`src/rtl/decode_stage_register.sv`:
```
// Decode->execute pipeline register with valid/ready handshake, flush, and saturating stall counter.
// Latency 1 cycle. Backpressure: READY_OUT = !VALID_OUT || READY_IN, or registered skid-empty when DECODE_STAGE_REG_SKID_EN is defined.
module decode_stage_register #(
    parameter int AR_W  = 3,
    parameter int BR_W  = 3,
    parameter int ALU_W = 4,
    parameter int IN_W  = 2,
    parameter int CNT_W = 16
) (
    input  logic             CLK,
    input  logic             RST_N,
    input  logic             VALID_IN,
    output logic             READY_OUT,
    input  logic [AR_W-1:0]  AR_IN,
    input  logic [BR_W-1:0]  BR_IN,
    input  logic [ALU_W-1:0] ALU_IN,
    input  logic [IN_W-1:0]  input_IN,
    input  logic             wren_IN,
    input  logic             FLUSH_IN,
    output logic             VALID_OUT,
    input  logic             READY_IN,
    output logic [AR_W-1:0]  AR_OUT,
    output logic [BR_W-1:0]  BR_OUT,
    output logic [ALU_W-1:0] ALU_OUT,
    output logic [IN_W-1:0]  input_OUT,
    output logic             wren_OUT,
    input  logic             CLR_CNT_IN,
    output logic [CNT_W-1:0] STALL_CNT_OUT
);

    typedef struct packed {
        logic [AR_W-1:0]  ar;
        logic [BR_W-1:0]  br;
        logic [ALU_W-1:0] alu;
        logic [IN_W-1:0]  sel;
        logic             wren;
    } ctrl_t;

    ctrl_t            in_word;
    ctrl_t            main_q;
    logic             main_vld;
    logic             accept;
    logic             consume;
    logic             stall;
    logic [CNT_W-1:0] stall_cnt;

    assign in_word = {AR_IN, BR_IN, ALU_IN, input_IN, wren_IN};
    assign accept  = VALID_IN && READY_OUT;
    assign consume = main_vld && READY_IN;
    assign stall   = main_vld && !READY_IN;

`ifdef DECODE_STAGE_REG_SKID_EN
    ctrl_t skid_q;
    logic  skid_vld;

    // Ready depends only on skid occupancy, so no READY_IN->READY_OUT path exists.
    assign READY_OUT = !skid_vld;

    always_ff @(posedge CLK or negedge RST_N) begin
        if (!RST_N) begin
            main_q   <= '0;
            main_vld <= 1'b0;
            skid_q   <= '0;
            skid_vld <= 1'b0;
        end else if (FLUSH_IN) begin
            main_vld <= 1'b0;
            skid_vld <= 1'b0;
        end else if (!main_vld || consume) begin
            if (skid_vld) begin
                main_q   <= skid_q;
                main_vld <= 1'b1;
                skid_vld <= 1'b0;
            end else if (accept) begin
                main_q   <= in_word;
                main_vld <= 1'b1;
            end else begin
                main_vld <= 1'b0;
            end
        end else if (accept) begin
            skid_q   <= in_word;
            skid_vld <= 1'b1;
        end
    end
`else
    assign READY_OUT = !main_vld || READY_IN;

    always_ff @(posedge CLK or negedge RST_N) begin
        if (!RST_N) begin
            main_q   <= '0;
            main_vld <= 1'b0;
        end else if (FLUSH_IN) begin
            main_vld <= 1'b0;
        end else if (accept) begin
            main_q   <= in_word;
            main_vld <= 1'b1;
        end else if (consume) begin
            main_vld <= 1'b0;
        end
    end
`endif

    always_ff @(posedge CLK or negedge RST_N) begin
        if (!RST_N) begin
            stall_cnt <= '0;
        end else if (CLR_CNT_IN) begin
            stall_cnt <= '0;
        end else if (stall && (stall_cnt != {CNT_W{1'b1}})) begin
            stall_cnt <= stall_cnt + 1'b1;
        end
    end

    assign VALID_OUT     = main_vld;
    assign AR_OUT        = main_q.ar;
    assign BR_OUT        = main_q.br;
    assign ALU_OUT       = main_q.alu;
    assign input_OUT     = main_q.sel;
    assign wren_OUT      = main_q.wren & main_vld;
    assign STALL_CNT_OUT = stall_cnt;

endmodule

```
`config.mk`:
```
export PLATFORM = sky130hd
export DESIGN_NAME = decode_stage_register
export DESIGN_NICKNAME = d
export VERILOG_FILES = /design/src/rtl/decode_stage_register.sv
export SDC_FILE = /design/constraint.sdc
export NUM_CORES = 1
export LEC_CHECK = 0
export ABC_CLOCK_PERIOD_IN_PS = 1600
export BUFFER_PORTS_ARGS = -buffer_cell sky130_fd_sc_hd__buf_2
export CAP_MARGIN = 20
export CORE_ASPECT_RATIO = 0.7
export CORE_MARGIN = 10
export CORE_UTILIZATION = 45
export DETAILED_ROUTE_END_ITERATION = 16
export PLACE_DENSITY_LB_ADDON = 0.2
export SYNTH_ARGS = -nofsm -noshare
export SYNTH_HDL_FRONTEND = slang
export SYNTH_SLANG_ARGS = --single-unit
```
`constraint.sdc`:
```
create_clock -name CLK -period 1.6 [get_ports CLK]
set_input_delay 0.08 -clock CLK [delete_from_list [all_inputs] [get_ports CLK]]
set_output_delay 0.08 -clock CLK [all_outputs]
set_load 0.02 [all_outputs]
```
# Word-level counts from Yosys, hierarchy flattened

Cells that the tools add are included.

Register bits: 30
Bits in latches: 0
Memory bits (writable): 0
Memory bits (read-only): 0
Memories: 0

Add/sub/neg operators: 1
Multipliers: 0
Divide/modulo/power cells: 0
Order comparisons: 0
Eq/ne operators: 1
Shift operators: 0
Multiplexer cells: 5
Bitwise gates (word level): 2
Reduce and logical (&&, ||, !) cells: 10

Operators by type and width:

| operator                | count |
|---|---|
| $mux W16                | 2 |
| $add A16 B1 Y16 const B | 1 |
| $ne A16 B16 Y1 const B  | 1 |
| $logic_and A1 B1 Y1     | 4 |
| $mux W1                 | 3 |
| $reduce_bool A3 Y1      | 1 |
| $logic_not A1 Y1        | 2 |
| $reduce_and A2 Y1       | 1 |
| $reduce_bool A2 Y1      | 1 |
| $and A1 B1 Y1           | 1 |
| $logic_or A1 B1 Y1      | 1 |
| $not A1 Y1              | 1 |

# Depth between registers and ports, before layout

Depth after elaboration: 5
Mapped depth: 6
Mapped depth without buffers: 5

# Worst setup path after synthesis

No wires, ideal clock.

Path type: reg2reg
From: reg stall_cnt[0] (netlist: STALL_CNT_OUT[0])
To: reg stall_cnt[14] (netlist: STALL_CNT_OUT[14])
Setup time: 78 ps
Arrival: 1760 ps
Required time: 1522 ps
Slack: -238 ps
Cell stages (with the launch flop): 7
Path buffers: 1
Period minus slack after synthesis: 1838 ps
Cells stage by stage: dfrtp_1 > ha_1 > and4b_1 > buf_4 > nand4_1 > or4_1 > a21oi_1

Longest elaborated chain between the ends: 3
Elaborated cells between the ends (all ways): 6
Classes of those cells: 1 x add/sub; 1 x eq/ne; 2 x mux; 2 x reduce/logical

Ends and longest elaborated chain:

| item                                              | line     | RTL |
|---|---|---|
| start: declaration                                | 45       | `logic [CNT_W-1:0] stall_cnt;` |
| start signal: assignment                          | 108      | `stall_cnt <= stall_cnt + 1'b1;` |
| $add A16 B1 Y16 or $ne A16 B16 Y1 (tied branches) | 108, 107 |  |
| $mux W16 or $logic_and A1 B1 Y1 (tied branches)   | 107      | `end else if (stall && (stall_cnt != {CNT_W{1'b1}})) begin` |
| $mux W16 or $reduce_bool A2 Y1 (tied branches)    | --       |  |

Several ways; a longest one is shown, not always the timed one. The select of a mux whose other input is x is not followed.
A chain may end at the register's enable or synchronous reset.

# Final worst setup path

Same ends and word-level chain as after synthesis.

==> results.txt <==
----------------------------------------------------
[Power]
  Largest vdd supply drop ... 0.651 mV
  Total power divided by cell area ... 971 nW/um2
  Leakage ... just under 1 nW

[Floorplanning]
  Full die area ... around 6400 um2
  Number of cell rows ... 18
  Width of the die ... 91.3 um
  Die Span Y ... 69.9 um
  Core Region ... 3470 um2
  # IOs ... 50
  Initial standard-cell utilization of the core ... 46.2%

[Yosys]
  XOR/XNOR Fraction of Synth Area ... 0%
  Commonest register cell after synthesis ... dfrtp_1
  Gate count after technology mapping ... 153
  Combinational family with the most area after synthesis ... simple AND/OR/NAND/NOR gates
  Netlist area before placement ... 1600 um2
  Post-Syn Nets ... around 170
  Top cell type by total area after synthesis ... dfrtp_1
  Warning count from the yosys run ... 0
  Adder and majority gate portion of the synthesized area ... 0.781%
  Synth unique cells ... 43
  Share of flip-flops with an asynchronous set or reset ... 100%
  Post-synth EDFFs ... 0
  Flip-flop and latch count after synthesis ... 30
  Simple-gate area share of the yosys netlist ... 21.9%
  Mean instance size in the synthesized netlist ... between 10 and 15 um2
  Largest cells by area after synthesis ... dfrtp_1 47%, mux2_1 9.1%, buf_4 6.1%
  Share of the synthesized area in compound gates (AO/OA/AOI/OAI) ... 12.8%
  Post-synthesis sequential area ratio ... between 40 and 50%
  Post-synthesis mux area share ... 9.77%
  Top cell type's share of synthesized area ... a little under half

[Final layout]
  Fill cell count ... 301
  Final Net Count ... between 200 and 250
  Fin util ... between 60% and 70%
  Final standard cell area without fillers ... 2180 um2
  Register cell area after layout ... 764 um2
  Share of layout cells above drive strength 1 ... between 40% and 50%
  Layout overhead on the synthesized area ... 36.0%
  Area used by multi-input combinational logic ... 778 um2
  Count of antenna diodes in the layout ... 0

[Place]
  Instance area after placement ... 1960 um2
  HPWL after detailed placement ... approximately 3200 um
  Post-Place Setup Slack ... 0.0105 ns
  Total of buffers placed on input and output ports ... between 40 and 50
  Weighted congestion at the end of routability-driven global placement ... 0.865

[Drt]
  Routed wire length per instance ... 15.8 um
  Total wire length after detailed routing ... 4170 um
  Length of the first detailed-routing pass in iterations ... 4
  Via total after detailed routing ... 1414
  Remaining antenna violation count after routing ... 0
  Via density per instance ... ~5.4
  Remaining DRCs ... 0
  Detailed Route Iter0 Violations ... 72

[Clocking]
  Clock insertion delay at the later pin of the skew report ... a little under 0.3 ns
  TritonCTS clock tree ... built
  Number of levels the H-tree was split into ... 2
  Maximum root-to-sink buffer count ... 2
  CTS sink count ... 30
  Clock tree root buffer cell ... clkbuf_8
  Post-CTS clock slew at the launch and capture registers of the worst setup and hold paths ... around 0.07 ns
  Number of clock buffers inserted by TritonCTS ... 5

[STA]
  Maximum clock frequency ... roughly 640 MHz
  Final Critical Period ... 1.57 ns
  Setup slack after layout ... approximately 0.032 ns
  Final setup violating endpoints ... 0
  Final period utilization ... 98.0%
  Final-report max-slew violation count ... 0
  Clock Skews ... 0.00601 ns
  Worst relative slew slack ... 55.8%
  Setup repair after global routing missed its margin ... true
  Transition time of the tightest slew-check pin ... 0.663 ns
  Hold violation count in the final report ... 0

[GRT]
  Antenna violations before repair ... 0
  Global Route Usage Sum ... 13.5%
  Maximum number of pins on one net before global-route repair ... 31
  Via count of the first global-routing pass ... between 1000 and 1500
  Total congestion overflow ... 0
  Wire length of the first global-routing pass ... slightly below 7000 um

[Hold path]
  Beginning of the worst hold path ... wren_IN
  Cell count of the worst hold path ... 2
  Hold EP ... main_q[0]
  Worst Hold Class ... input pin to flop

[Run]
  Max-Cap Viols ... 0

[Setup path]
  Worst r2r path cells ... 5
  Crit Reg-Reg Startpoint ... STALL_CNT_OUT[0]
  Critical Path Start Type ... flop
  Setup slack of the worst register-to-register path ... 0.03 ns
  Type of destination of the critical path ... flop
  Endpoint arrival time on the critical path ... 1.79 ns
  Worst flop-to-flop path endpoint ... STALL_CNT_OUT[14]
  Critical path fanouts, max ... 4
  Class of the most critical setup path ... flop to flop
  CP required ... 1.82 ns

[Outcome]
  Outcome ... finished clean

----------------------------------------------------
Yosys cell counts (2+ instances only):
library cell,count
o311ai_1,3
nand4_1,3
mux2_1,13
a31oi_1,4
a21oi_1,9
clkbuf_1,3
o21bai_1,2
nand3_1,6
or4_1,3
nand2_1,10
and3_1,5
nor3_1,2
o31ai_1,3
nand2b_1,4
buf_2,2
buf_4,13
nor2b_1,3
o41ai_1,3
a211oi_1,2
nor2_1,8
dfrtp_1,30
worst max-delay path, cell delays in order, from the launching register on:
cell     delay (ns)
dfrtp_2        0.41
ha_4           0.15
and4b_2        0.26
nand4_1        0.11
or4_4          0.43
a21oi_2        0.13
worst max-delay path by stage:
stage	start	endpoint	slack [ns]	depth (start not counted)
CTS	STALL_CNT_OUT[0]	STALL_CNT_OUT[14]	0.03	5
global route	STALL_CNT_OUT[1]	STALL_CNT_OUT[14]	-0.07	6
global placement	STALL_CNT_OUT[0]	STALL_CNT_OUT[15]	0.03	4
detailed placement	STALL_CNT_OUT[0]	STALL_CNT_OUT[13]	0.01	4
floorplan	STALL_CNT_OUT[0]	STALL_CNT_OUT[14]	-0.04	6
finish	STALL_CNT_OUT[0]	STALL_CNT_OUT[14]	0.03	5
sequential cells by signal, indices dropped and copies added (netlist names):
| signal | cells |
|---|---|
| STALL_CNT_OUT | 16 |
| AR_OUT | 3 |
| main_q | 1 |
| VALID_OUT | 1 |
| input_OUT | 2 |
| BR_OUT | 3 |
| ALU_OUT | 4 |
final cells by class:
type | count | share of cell area, %
flip-flops and latches | 30 | 35.1
clock buffers | 6 | 3.79
repair buffers | 70 | 19.4
multi-input cells | 103 | 35.7
clock inverters | 2 | 2.76
inverters | 2 | 0.345
well taps | 50 | 2.87
metrics by stage:
stage	setup TNS [ns]	power, mW	std cells	hold WS, ns
final	0	2.12	263	0.00326
after global routing	-0.0947	2.20	263	0.00527
after CTS	0	2.13	261	0.00404
after detailed placement	0	1.16	250	0.153
after global placement	0	1.15	250	0.143
after floorplan	-0.0386	1.10	153	-0.216
cells in the final DEF (no fill, tap or decap), drive strengths merged, types with 4 or more instances in the layout:
master / n
a21oi: 9
a31oi: 4
and3: 5
buf: 67
clkbuf: 6
dfrtp: 30
mux2: 13
nand2: 10
nand2b: 4
nand3: 7
nor2: 8
per-layer routing:
metal	routed length [um]	part of all wire [%]	GRT usage [%]	up-vias
met5	0	0	0	-
met4	102	2.4	7.97	0
met2	1930	46	21.2	46
met1	1860	45	15.8	682
met3	266	6.4	4.27	10
li1	-	-	-	676
cells by family after synthesis:
kind of cell               count (synthesis)
AOI/OAI and AO/OA                         30
muxes                                     14
buffers and inverters                     20
adders and majority gates                  1
DFF                                       30
and+or+nand+nor                           58
power breakdown:
part / internal [mW] / switching (mW)
combinational: 0.121 / 0.174
sequential: 0.822 / 0.0308
clock: 0.664 / 0.304
total: 1.61 / 0.509
timing repair:
action,in CTS,in global routing
pin swaps,0,2
endpoints found under the setup margin,2,6
hold endpoints to repair,32,0
gates resized for setup,1,11
buffers inserted,0,2
hold buffers,3,0
No activity file was read; power rests on OpenSTA's default activity.
